==> config.mk <==
export PLATFORM = sky130hd
export DESIGN_NAME = rf_wb_scheduler_flat
export DESIGN_NICKNAME = d
export VERILOG_FILES = /design/src/rtl/rf_wb_scheduler_if.sv /design/src/rtl/rf_wb_scheduler.sv /design/src/flat_wrapper.sv
export SDC_FILE = /design/constraint.sdc
export NUM_CORES = 1
export LEC_CHECK = 0
export ABC_CLOCK_PERIOD_IN_PS = 3600
export CAP_MARGIN = 30
export CORE_UTILIZATION = 32
export DETAILED_ROUTE_END_ITERATION = 10
export SYNTH_ARGS = -nofsm -noshare
export SYNTH_HDL_FRONTEND = slang
export SYNTH_SLANG_ARGS = --single-unit
==> constraint.sdc <==
create_clock -name brq_clk -period 3.6 [get_ports brq_clk]
set_clock_uncertainty 0.15 [all_clocks]
set_input_delay 0.72 -clock brq_clk [delete_from_list [all_inputs] [get_ports brq_clk]]
set_output_delay 0.72 -clock brq_clk [all_outputs]
set_load 0.05 [all_outputs]
==> src/rtl/rf_wb_scheduler_if.sv <==
// Bundle of the scheduler's handshake and register-file write signals.
// The master side is the surrounding pipeline/MDU/Reg_File environment.
// The slave side is the scheduler itself.
interface rf_wb_scheduler_if #(
  parameter int DataWidth    = 32,
  parameter int AddrRegWidth = 5
);
  // Pipeline writeback request
  logic                         pipe_wb_valid;
  logic [AddrRegWidth-1:0]      pipe_wb_rd;
  logic [DataWidth-1:0]         pipe_wb_data;
  logic                         pipe_wb_ready;
  // MDU issue
  logic                         mdu_issue_valid;
  logic [AddrRegWidth-1:0]      mdu_issue_rd;
  logic                         mdu_issue_ready;
  // MDU result
  logic                         mdu_res_valid;
  logic [AddrRegWidth-1:0]      mdu_res_rd;
  logic [DataWidth-1:0]         mdu_res_data;
  logic                         mdu_res_ready;
  // Decode hazard query
  logic                         dec_valid;
  logic [AddrRegWidth-1:0]      dec_rs1;
  logic [AddrRegWidth-1:0]      dec_rs2;
  logic [AddrRegWidth-1:0]      dec_rd;
  logic                         dec_rs1_used;
  logic                         dec_rs2_used;
  logic                         dec_rd_used;
  logic                         hazard_stall;
  // Reg_File write port
  logic                         rf_writeEn;
  logic [AddrRegWidth-1:0]      rf_writeDataSel;
  logic [DataWidth-1:0]         rf_writeData;
  // Scoreboard view
  logic [(2**AddrRegWidth)-1:0] busy_mask;

  modport master (
    output pipe_wb_valid, pipe_wb_rd, pipe_wb_data,
    input  pipe_wb_ready,
    output mdu_issue_valid, mdu_issue_rd,
    input  mdu_issue_ready,
    output mdu_res_valid, mdu_res_rd, mdu_res_data,
    input  mdu_res_ready,
    output dec_valid, dec_rs1, dec_rs2, dec_rd, dec_rs1_used, dec_rs2_used, dec_rd_used,
    input  hazard_stall,
    input  rf_writeEn, rf_writeDataSel, rf_writeData,
    input  busy_mask
  );

  modport slave (
    input  pipe_wb_valid, pipe_wb_rd, pipe_wb_data,
    output pipe_wb_ready,
    input  mdu_issue_valid, mdu_issue_rd,
    output mdu_issue_ready,
    input  mdu_res_valid, mdu_res_rd, mdu_res_data,
    output mdu_res_ready,
    input  dec_valid, dec_rs1, dec_rs2, dec_rd, dec_rs1_used, dec_rs2_used, dec_rd_used,
    output hazard_stall,
    output rf_writeEn, rf_writeDataSel, rf_writeData,
    output busy_mask
  );
endinterface

==> src/rtl/rf_wb_scheduler.sv <==
// Register-file write-port scheduler.
// Arbitrates the single RF write port between the pipeline writeback and a one-entry
// MDU result hold buffer. A wait counter bounds how long the hold can be starved.
// A per-register busy scoreboard provides WAW issue protection and decode stalls.
module rf_wb_scheduler #(
  parameter int DataWidth    = 32,
  parameter int AddrRegWidth = 5,
  parameter int MaxWait      = 4
) (
  input  logic             brq_clk,
  input  logic             brq_rst,
  rf_wb_scheduler_if.slave bus
);
  localparam int NumRegs = 2 ** AddrRegWidth;
  localparam int WaitW   = $clog2(MaxWait + 1);
  localparam logic [WaitW-1:0]        MaxWaitC = WaitW'(MaxWait);
  localparam logic [WaitW-1:0]        WaitOne  = WaitW'(1);
  localparam logic [AddrRegWidth-1:0] RegZero  = {AddrRegWidth{1'b0}};

  // Architectural state
  logic                    hold_v_r;
  logic [AddrRegWidth-1:0] hold_rd_r;
  logic [DataWidth-1:0]    hold_data_r;
  logic [WaitW-1:0]        wait_cnt_r;
  logic [NumRegs-1:0]      busy_r;

  // Decisions for the current cycle
  logic                    starve_s;
  logic                    sel_hold_s;
  logic                    sel_pipe_s;
  logic                    accept_s;
  logic                    issue_fire_s;
  logic [NumRegs-1:0]      busy_nxt_s;
  logic                    stall_s;

  // Write-port grant: a starved hold beats the pipeline, otherwise the pipeline wins.
  always_comb begin
    starve_s   = hold_v_r && (wait_cnt_r == MaxWaitC);
    sel_hold_s = 1'b0;
    sel_pipe_s = 1'b0;
    if (starve_s) begin
      sel_hold_s = 1'b1;
    end else if (bus.pipe_wb_valid) begin
      sel_pipe_s = 1'b1;
    end else if (hold_v_r) begin
      sel_hold_s = 1'b1;
    end else begin
      sel_hold_s = 1'b0;
      sel_pipe_s = 1'b0;
    end
  end

  // Handshake qualifiers shared by the state update and the outputs.
  always_comb begin
    accept_s     = bus.mdu_res_valid && !hold_v_r;
    issue_fire_s = bus.mdu_issue_valid && !busy_r[bus.mdu_issue_rd];
  end

  // Next scoreboard: drain clears, issue sets afterwards so a same-index set wins.
  always_comb begin
    busy_nxt_s = busy_r;
    if (sel_hold_s) begin
      busy_nxt_s[hold_rd_r] = 1'b0;
    end else begin
      busy_nxt_s = busy_r;
    end
    if (issue_fire_s) begin
      busy_nxt_s[bus.mdu_issue_rd] = 1'b1;
    end else begin
      busy_nxt_s[bus.mdu_issue_rd] = busy_nxt_s[bus.mdu_issue_rd];
    end
    busy_nxt_s[0] = 1'b0;
  end

  // Decode hazard: any used operand or destination with a pending MDU write.
  always_comb begin
    stall_s = bus.dec_valid &&
              ((bus.dec_rs1_used && busy_r[bus.dec_rs1]) ||
               (bus.dec_rs2_used && busy_r[bus.dec_rs2]) ||
               (bus.dec_rd_used  && busy_r[bus.dec_rd]));
  end

  // Hold buffer, starvation counter and scoreboard update.
  always_ff @(posedge brq_clk) begin
    if (brq_rst) begin
      hold_v_r    <= 1'b0;
      hold_rd_r   <= RegZero;
      hold_data_r <= {DataWidth{1'b0}};
      wait_cnt_r  <= {WaitW{1'b0}};
      busy_r      <= {NumRegs{1'b0}};
    end else begin
      busy_r <= busy_nxt_s;
      if (accept_s) begin
        hold_v_r    <= 1'b1;
        hold_rd_r   <= bus.mdu_res_rd;
        hold_data_r <= bus.mdu_res_data;
      end else if (sel_hold_s) begin
        hold_v_r    <= 1'b0;
      end else begin
        hold_v_r    <= hold_v_r;
      end
      if (!hold_v_r || sel_hold_s) begin
        wait_cnt_r <= {WaitW{1'b0}};
      end else if (sel_pipe_s && (wait_cnt_r != MaxWaitC)) begin
        wait_cnt_r <= wait_cnt_r + WaitOne;
      end else begin
        wait_cnt_r <= wait_cnt_r;
      end
    end
  end

  // Output drive; reset forces a quiet port and open readies.
  always_comb begin
    bus.busy_mask       = busy_r;
    bus.rf_writeDataSel = sel_hold_s ? hold_rd_r   : bus.pipe_wb_rd;
    bus.rf_writeData    = sel_hold_s ? hold_data_r : bus.pipe_wb_data;
    if (brq_rst) begin
      bus.rf_writeEn      = 1'b0;
      bus.pipe_wb_ready   = 1'b1;
      bus.mdu_res_ready   = 1'b1;
      bus.mdu_issue_ready = 1'b1;
      bus.hazard_stall    = 1'b0;
    end else begin
      bus.rf_writeEn      = (sel_hold_s && (hold_rd_r != RegZero)) ||
                            (sel_pipe_s && (bus.pipe_wb_rd != RegZero));
      bus.pipe_wb_ready   = !starve_s;
      bus.mdu_res_ready   = !hold_v_r;
      bus.mdu_issue_ready = !busy_r[bus.mdu_issue_rd];
      bus.hazard_stall    = stall_s;
    end
  end
endmodule

==> src/flat_wrapper.sv <==
// flat-port wrapper written by rule: the top's interface ports become plain ports
module rf_wb_scheduler_flat 
#(
  parameter int DataWidth    = 32,
  parameter int AddrRegWidth = 5,
  parameter int MaxWait      = 4
)
  (brq_clk, brq_rst, bus_pipe_wb_valid, bus_pipe_wb_rd, bus_pipe_wb_data, bus_pipe_wb_ready, bus_mdu_issue_valid, bus_mdu_issue_rd, bus_mdu_issue_ready, bus_mdu_res_valid, bus_mdu_res_rd, bus_mdu_res_data, bus_mdu_res_ready, bus_dec_valid, bus_dec_rs1, bus_dec_rs2, bus_dec_rd, bus_dec_rs1_used, bus_dec_rs2_used, bus_dec_rd_used, bus_hazard_stall, bus_rf_writeEn, bus_rf_writeDataSel, bus_rf_writeData, bus_busy_mask);
  rf_wb_scheduler_if #(.DataWidth(DataWidth), .AddrRegWidth(AddrRegWidth)) bus_i ();
  input  logic brq_clk;
  input  logic brq_rst;
  input wire logic [$bits(bus_i.pipe_wb_valid)-1:0] bus_pipe_wb_valid;
  input wire logic [$bits(bus_i.pipe_wb_rd)-1:0] bus_pipe_wb_rd;
  input wire logic [$bits(bus_i.pipe_wb_data)-1:0] bus_pipe_wb_data;
  output wire logic [$bits(bus_i.pipe_wb_ready)-1:0] bus_pipe_wb_ready;
  input wire logic [$bits(bus_i.mdu_issue_valid)-1:0] bus_mdu_issue_valid;
  input wire logic [$bits(bus_i.mdu_issue_rd)-1:0] bus_mdu_issue_rd;
  output wire logic [$bits(bus_i.mdu_issue_ready)-1:0] bus_mdu_issue_ready;
  input wire logic [$bits(bus_i.mdu_res_valid)-1:0] bus_mdu_res_valid;
  input wire logic [$bits(bus_i.mdu_res_rd)-1:0] bus_mdu_res_rd;
  input wire logic [$bits(bus_i.mdu_res_data)-1:0] bus_mdu_res_data;
  output wire logic [$bits(bus_i.mdu_res_ready)-1:0] bus_mdu_res_ready;
  input wire logic [$bits(bus_i.dec_valid)-1:0] bus_dec_valid;
  input wire logic [$bits(bus_i.dec_rs1)-1:0] bus_dec_rs1;
  input wire logic [$bits(bus_i.dec_rs2)-1:0] bus_dec_rs2;
  input wire logic [$bits(bus_i.dec_rd)-1:0] bus_dec_rd;
  input wire logic [$bits(bus_i.dec_rs1_used)-1:0] bus_dec_rs1_used;
  input wire logic [$bits(bus_i.dec_rs2_used)-1:0] bus_dec_rs2_used;
  input wire logic [$bits(bus_i.dec_rd_used)-1:0] bus_dec_rd_used;
  output wire logic [$bits(bus_i.hazard_stall)-1:0] bus_hazard_stall;
  output wire logic [$bits(bus_i.rf_writeEn)-1:0] bus_rf_writeEn;
  output wire logic [$bits(bus_i.rf_writeDataSel)-1:0] bus_rf_writeDataSel;
  output wire logic [$bits(bus_i.rf_writeData)-1:0] bus_rf_writeData;
  output wire logic [$bits(bus_i.busy_mask)-1:0] bus_busy_mask;
  assign bus_i.pipe_wb_valid = bus_pipe_wb_valid;
  assign bus_i.pipe_wb_rd = bus_pipe_wb_rd;
  assign bus_i.pipe_wb_data = bus_pipe_wb_data;
  assign bus_pipe_wb_ready = bus_i.pipe_wb_ready;
  assign bus_i.mdu_issue_valid = bus_mdu_issue_valid;
  assign bus_i.mdu_issue_rd = bus_mdu_issue_rd;
  assign bus_mdu_issue_ready = bus_i.mdu_issue_ready;
  assign bus_i.mdu_res_valid = bus_mdu_res_valid;
  assign bus_i.mdu_res_rd = bus_mdu_res_rd;
  assign bus_i.mdu_res_data = bus_mdu_res_data;
  assign bus_mdu_res_ready = bus_i.mdu_res_ready;
  assign bus_i.dec_valid = bus_dec_valid;
  assign bus_i.dec_rs1 = bus_dec_rs1;
  assign bus_i.dec_rs2 = bus_dec_rs2;
  assign bus_i.dec_rd = bus_dec_rd;
  assign bus_i.dec_rs1_used = bus_dec_rs1_used;
  assign bus_i.dec_rs2_used = bus_dec_rs2_used;
  assign bus_i.dec_rd_used = bus_dec_rd_used;
  assign bus_hazard_stall = bus_i.hazard_stall;
  assign bus_rf_writeEn = bus_i.rf_writeEn;
  assign bus_rf_writeDataSel = bus_i.rf_writeDataSel;
  assign bus_rf_writeData = bus_i.rf_writeData;
  assign bus_busy_mask = bus_i.busy_mask;
  rf_wb_scheduler #(.DataWidth(DataWidth), .AddrRegWidth(AddrRegWidth), .MaxWait(MaxWait)) u_core (.brq_clk(brq_clk), .brq_rst(brq_rst), .bus(bus_i));
endmodule
==> impl_metrics.ini <==
[worst_setup_path]
cp_slowest_stage_delay_ns = 0.48
worst-path-max-fanout = 10
cp.depth = 8
critPathCapture = bus_hazard_stall
slowest_stage = clkdlybuf4s50_1
worstPathRequired_ns = 2.73
startpoint = bus_dec_rd[1]
end_kind = output pin
worstRegToRegCells = 7
cp_top_family = buffers and inverters
cp.buffers_inverters = 3
cp_cell_sequence = clkdlybuf4s50_1 -> buf_6 -> mux4_2 -> mux4_2 -> nand2b_1 -> o211ai_1 -> a311oi_4 -> buf_6
timing.rr.start = u_core.hold_v_r$_SDFFE_PP0P_
crit_arrival_ns = 2.70
start_kind = primary input
critPathKind = primary input to output pin
rrSetupSlack_ns = 0.73
r2r-end = u_core.bus.busy_mask[9]$_SDFF_PP0_

[hold_path]
hp-class = register to register
hold_depth = 1
min_from = u_core.wait_cnt_r[0]$_SDFFE_PP0P_

[cells_and_area]
regArea_sq_um = 1440
multi_input_area_sq_um = 3340
fillers = 1473
areaGrowthSynthToFinish_pct = 46.9
postLayoutCoreUtil_pct = 48.5
drive_above_1_share_pct = 23.7
design_area_sq_um = 7430
n_antenna_cell = 0
nNetsFinal = 871

[route]
drc = 0
firstDrtPassIters = 5
ant_nets = 0
drt_iter0_markers = 422
routed_via_density = 5.59
vias = 5488
post_drt_wl_per_cell_microns = 19.5
drt_wl_total_mm = 19.2

[sta]
hold_violations = 0
setup_violations = 0
rsz0062_at_grt = yes
fmax_mhz = 280
relSlewSlack_pct = 56.1
worstMarginPinSlew_ns = 0.659
whs_ns = 0.303
fin_tns_setup_ns = 0
fin_crit_sh_pct = 99.1
finalMaxSlewViolations = 0
fin_crit_ns = 3.57

[power_and_ir_drop]
clkPwrFrac_pct = 38.7
pwr-share-seq_pct = 34.8
p_sw_uw = 776
power.density_nw_per_um2 = 338
internal-power_mw = 1.74
power.leakage_nw = 2.73
p_comb_share_pct = 26.5
p_sw_share_pct = 30.9
max-vdd-ir-drop_uv = 237

[global_route]
grtUsageTotal_pct = 23.5
grt_pass1_vias = 5225
met2_usage_pct = 39.3
grt_pass1_wl_mm = 29.4
grt_max_degree = 38
met3_usage_pct = 4.97
grt_overflow_total = 0
use_met1_pct = 29.9
busiest_layer = met2
grt_antenna_before_repair = 0

[floorplanning]
dieArea_sq_um = 16300
row_count = 45
core_sq_um = 15300
initial_utilization_pct = 33.0
num_io_pins = 177
die_x_microns = 128
dieHeight_microns = 128

[synth]
synthAdderAreaFrac_pct = 0.494
synth_xor_xnor_area_share_pct = 0.173
synth-compound-area-share_pct = 21.3
avgSynthCellArea_sq_um = 8.64
synth_nets = 691
muxShareOfSynthArea_pct = 24.4
ys_warn_count = 0
synth_area_leaders = dfxtp_1 28%, mux4_2 11%, mux2_2 8.9%
async_flop_share_pct = 0
synth_edf_count = 0
synth_top_family_by_area = multiplexers
yosysSeqAreaShare_pct = 28.5
synth_top_area_cell = dfxtp_1
yosysUniqueCellTypes = 58
syn_area_sq_um = 5060
synth_simple_gate_area_share_pct = 19.2
syn_inst = 586
synth_flop_cell = dfxtp_1
synth-seq-cells = 72
synth_top_area_share_pct = 28.5

[run_status]
status = finished, final reports clean

[cts]
clock_sinks = 72
cts_tree = done
postCtsHoldBufs = 0
postCtsSetupRepairBufs = 0
cts_buffer_depth = 2
cts_buffers = 9
clock_latency_ns = 0.34
path_clk_slew_ns = 0.06
root_buffer = clkbuf_16
htree_levels = 3

[flow_run]
cap_violations = 0

[place]
port_buffers = 175
placed_cell_area_sq_um = 7110
hpwl_mm = 14.3
gp_congestion = 0.893
==> state kept, by name (all words and copies together) (netlist names) <==
name and count:
u_core.hold_data_r 32, u_core.bus.busy_mask 31, u_core.hold_rd_r 5, u_core.hold_v_r 1, u_core.wait_cnt_r 3
==> through the flow <==
| step | std cells | power, mW | setup WS [ns] |
|---|---|---|---|
| 6_report | 982 | 2.51 | 0.0317 |
| 4_1_cts | 982 | 2.54 | 0.00690 |
| 3_3_place_gp | 966 | 1.55 | -0.261 |
| 5_1_grt | 982 | 2.61 | -0.0326 |
| 3_5_place_dp | 966 | 1.55 | -0.290 |
| 2_1_floorplan | 586 | 1.28 | 0.0601 |
==> Yosys cell counts (all sizes together), types with 5 or more instances <==
cell type / number
a211oi: 16
a21boi: 7
a21oi: 56
a311oi: 13
a31oi: 12
buf: 28
clkbuf: 22
dfxtp: 72
inv: 7
mux2: 40
mux2i: 22
mux4: 25
nand2: 100
nand3: 17
nand3b: 9
nor2: 34
o211ai: 6
o21ai: 22
o22ai: 8
or3: 5
or3b: 7
==> cells by family after synthesis <==
group | after synthesis
flip-flops | 72
adder cells (fa/ha/maj) | 2
other | 1
AND/OR/NAND/NOR | 204
AO/OA/AOI/OAI | 162
buffers and inverters | 57
multiplexers | 87
XOR/XNOR | 1
==> cell type report <==
type,instances,area share [%]
clock buffer,10,3.08
tap,211,3.55
clock inverter,6,1.23
multi-input combinational,457,45.0
sequential,72,19.4
inverter,7,0.353
timing repair buffer,219,27.4
==> worst min path at each step <==
stage,to,slack [ns]
2_1_floorplan,u_core.wait_cnt_r[0]$_SDFFE_PP0P_,0.27
3_3_place_gp,u_core.wait_cnt_r[0]$_SDFFE_PP0P_,0.28
3_5_place_dp,u_core.hold_data_r[12]$_SDFFE_PP0P_,0.30
4_1_cts,u_core.hold_data_r[8]$_SDFFE_PP0P_,0.31
5_1_grt,u_core.hold_data_r[3]$_SDFFE_PP0P_,0.33
6_report,u_core.wait_cnt_r[0]$_SDFFE_PP0P_,0.30
==> cells in the final DEF (no fill, tap or decap), drive strengths merged, types with 3 or more instances in the layout <==
cell,instances
nor2b,4
mux2,40
nor2,34
nor3,4
nand2b,4
clkdlybuf4s50,127
a311oi,13
and4,4
o21ai,22
and3b,3
inv,9
nand3,17
mux4,25
a21oi,56
a211oi,16
o22ai,8
o211ai,6
dlygate4sd2,3
a21boi,7
o21a,4
o2111ai,3
nand2,100
or3b,7
nand3b,9
buf,87
a31oi,12
and2,3
and3,4
o31ai,3
or3,5
mux2i,22
o311ai,3
dfxtp,72
clkbuf,11
==> power groups by stage <==
stage / Clock (mW) / Sequential (mW) / Combinational, mW
floorplan: 0 / 0.891 / 0.385
global placement: 0 / 0.889 / 0.660
detailed placement: 0 / 0.890 / 0.665
CTS: 0.997 / 0.872 / 0.667
global route: 1.03 / 0.877 / 0.707
finish: 0.972 / 0.874 / 0.667
==> worst reg2reg max path: stages, from the launching register on <==
cell and delay (ns):
dfxtp_1 0.52, nor3b_2 0.54, nand2_1 0.30, o211ai_1 0.24, a41oi_1 0.26, a311oi_4 0.32, buf_12 0.24, a211oi_1 0.15
==> what timing repair did <==
item	in CTS	in global routing
setup endpoints to repair	1	2
pin swaps	2	0
cloned	0	0
resized for setup	7	5
==> per-layer routing <==
metal / part of all wire, % / up-vias
met4: 2.2 / 0
met2: 47 / 302
met3: 8.6 / 32
li1: - / 2556
met5: 0 / -
met1: 42 / 2598
(Power assumes the default switching activity.)
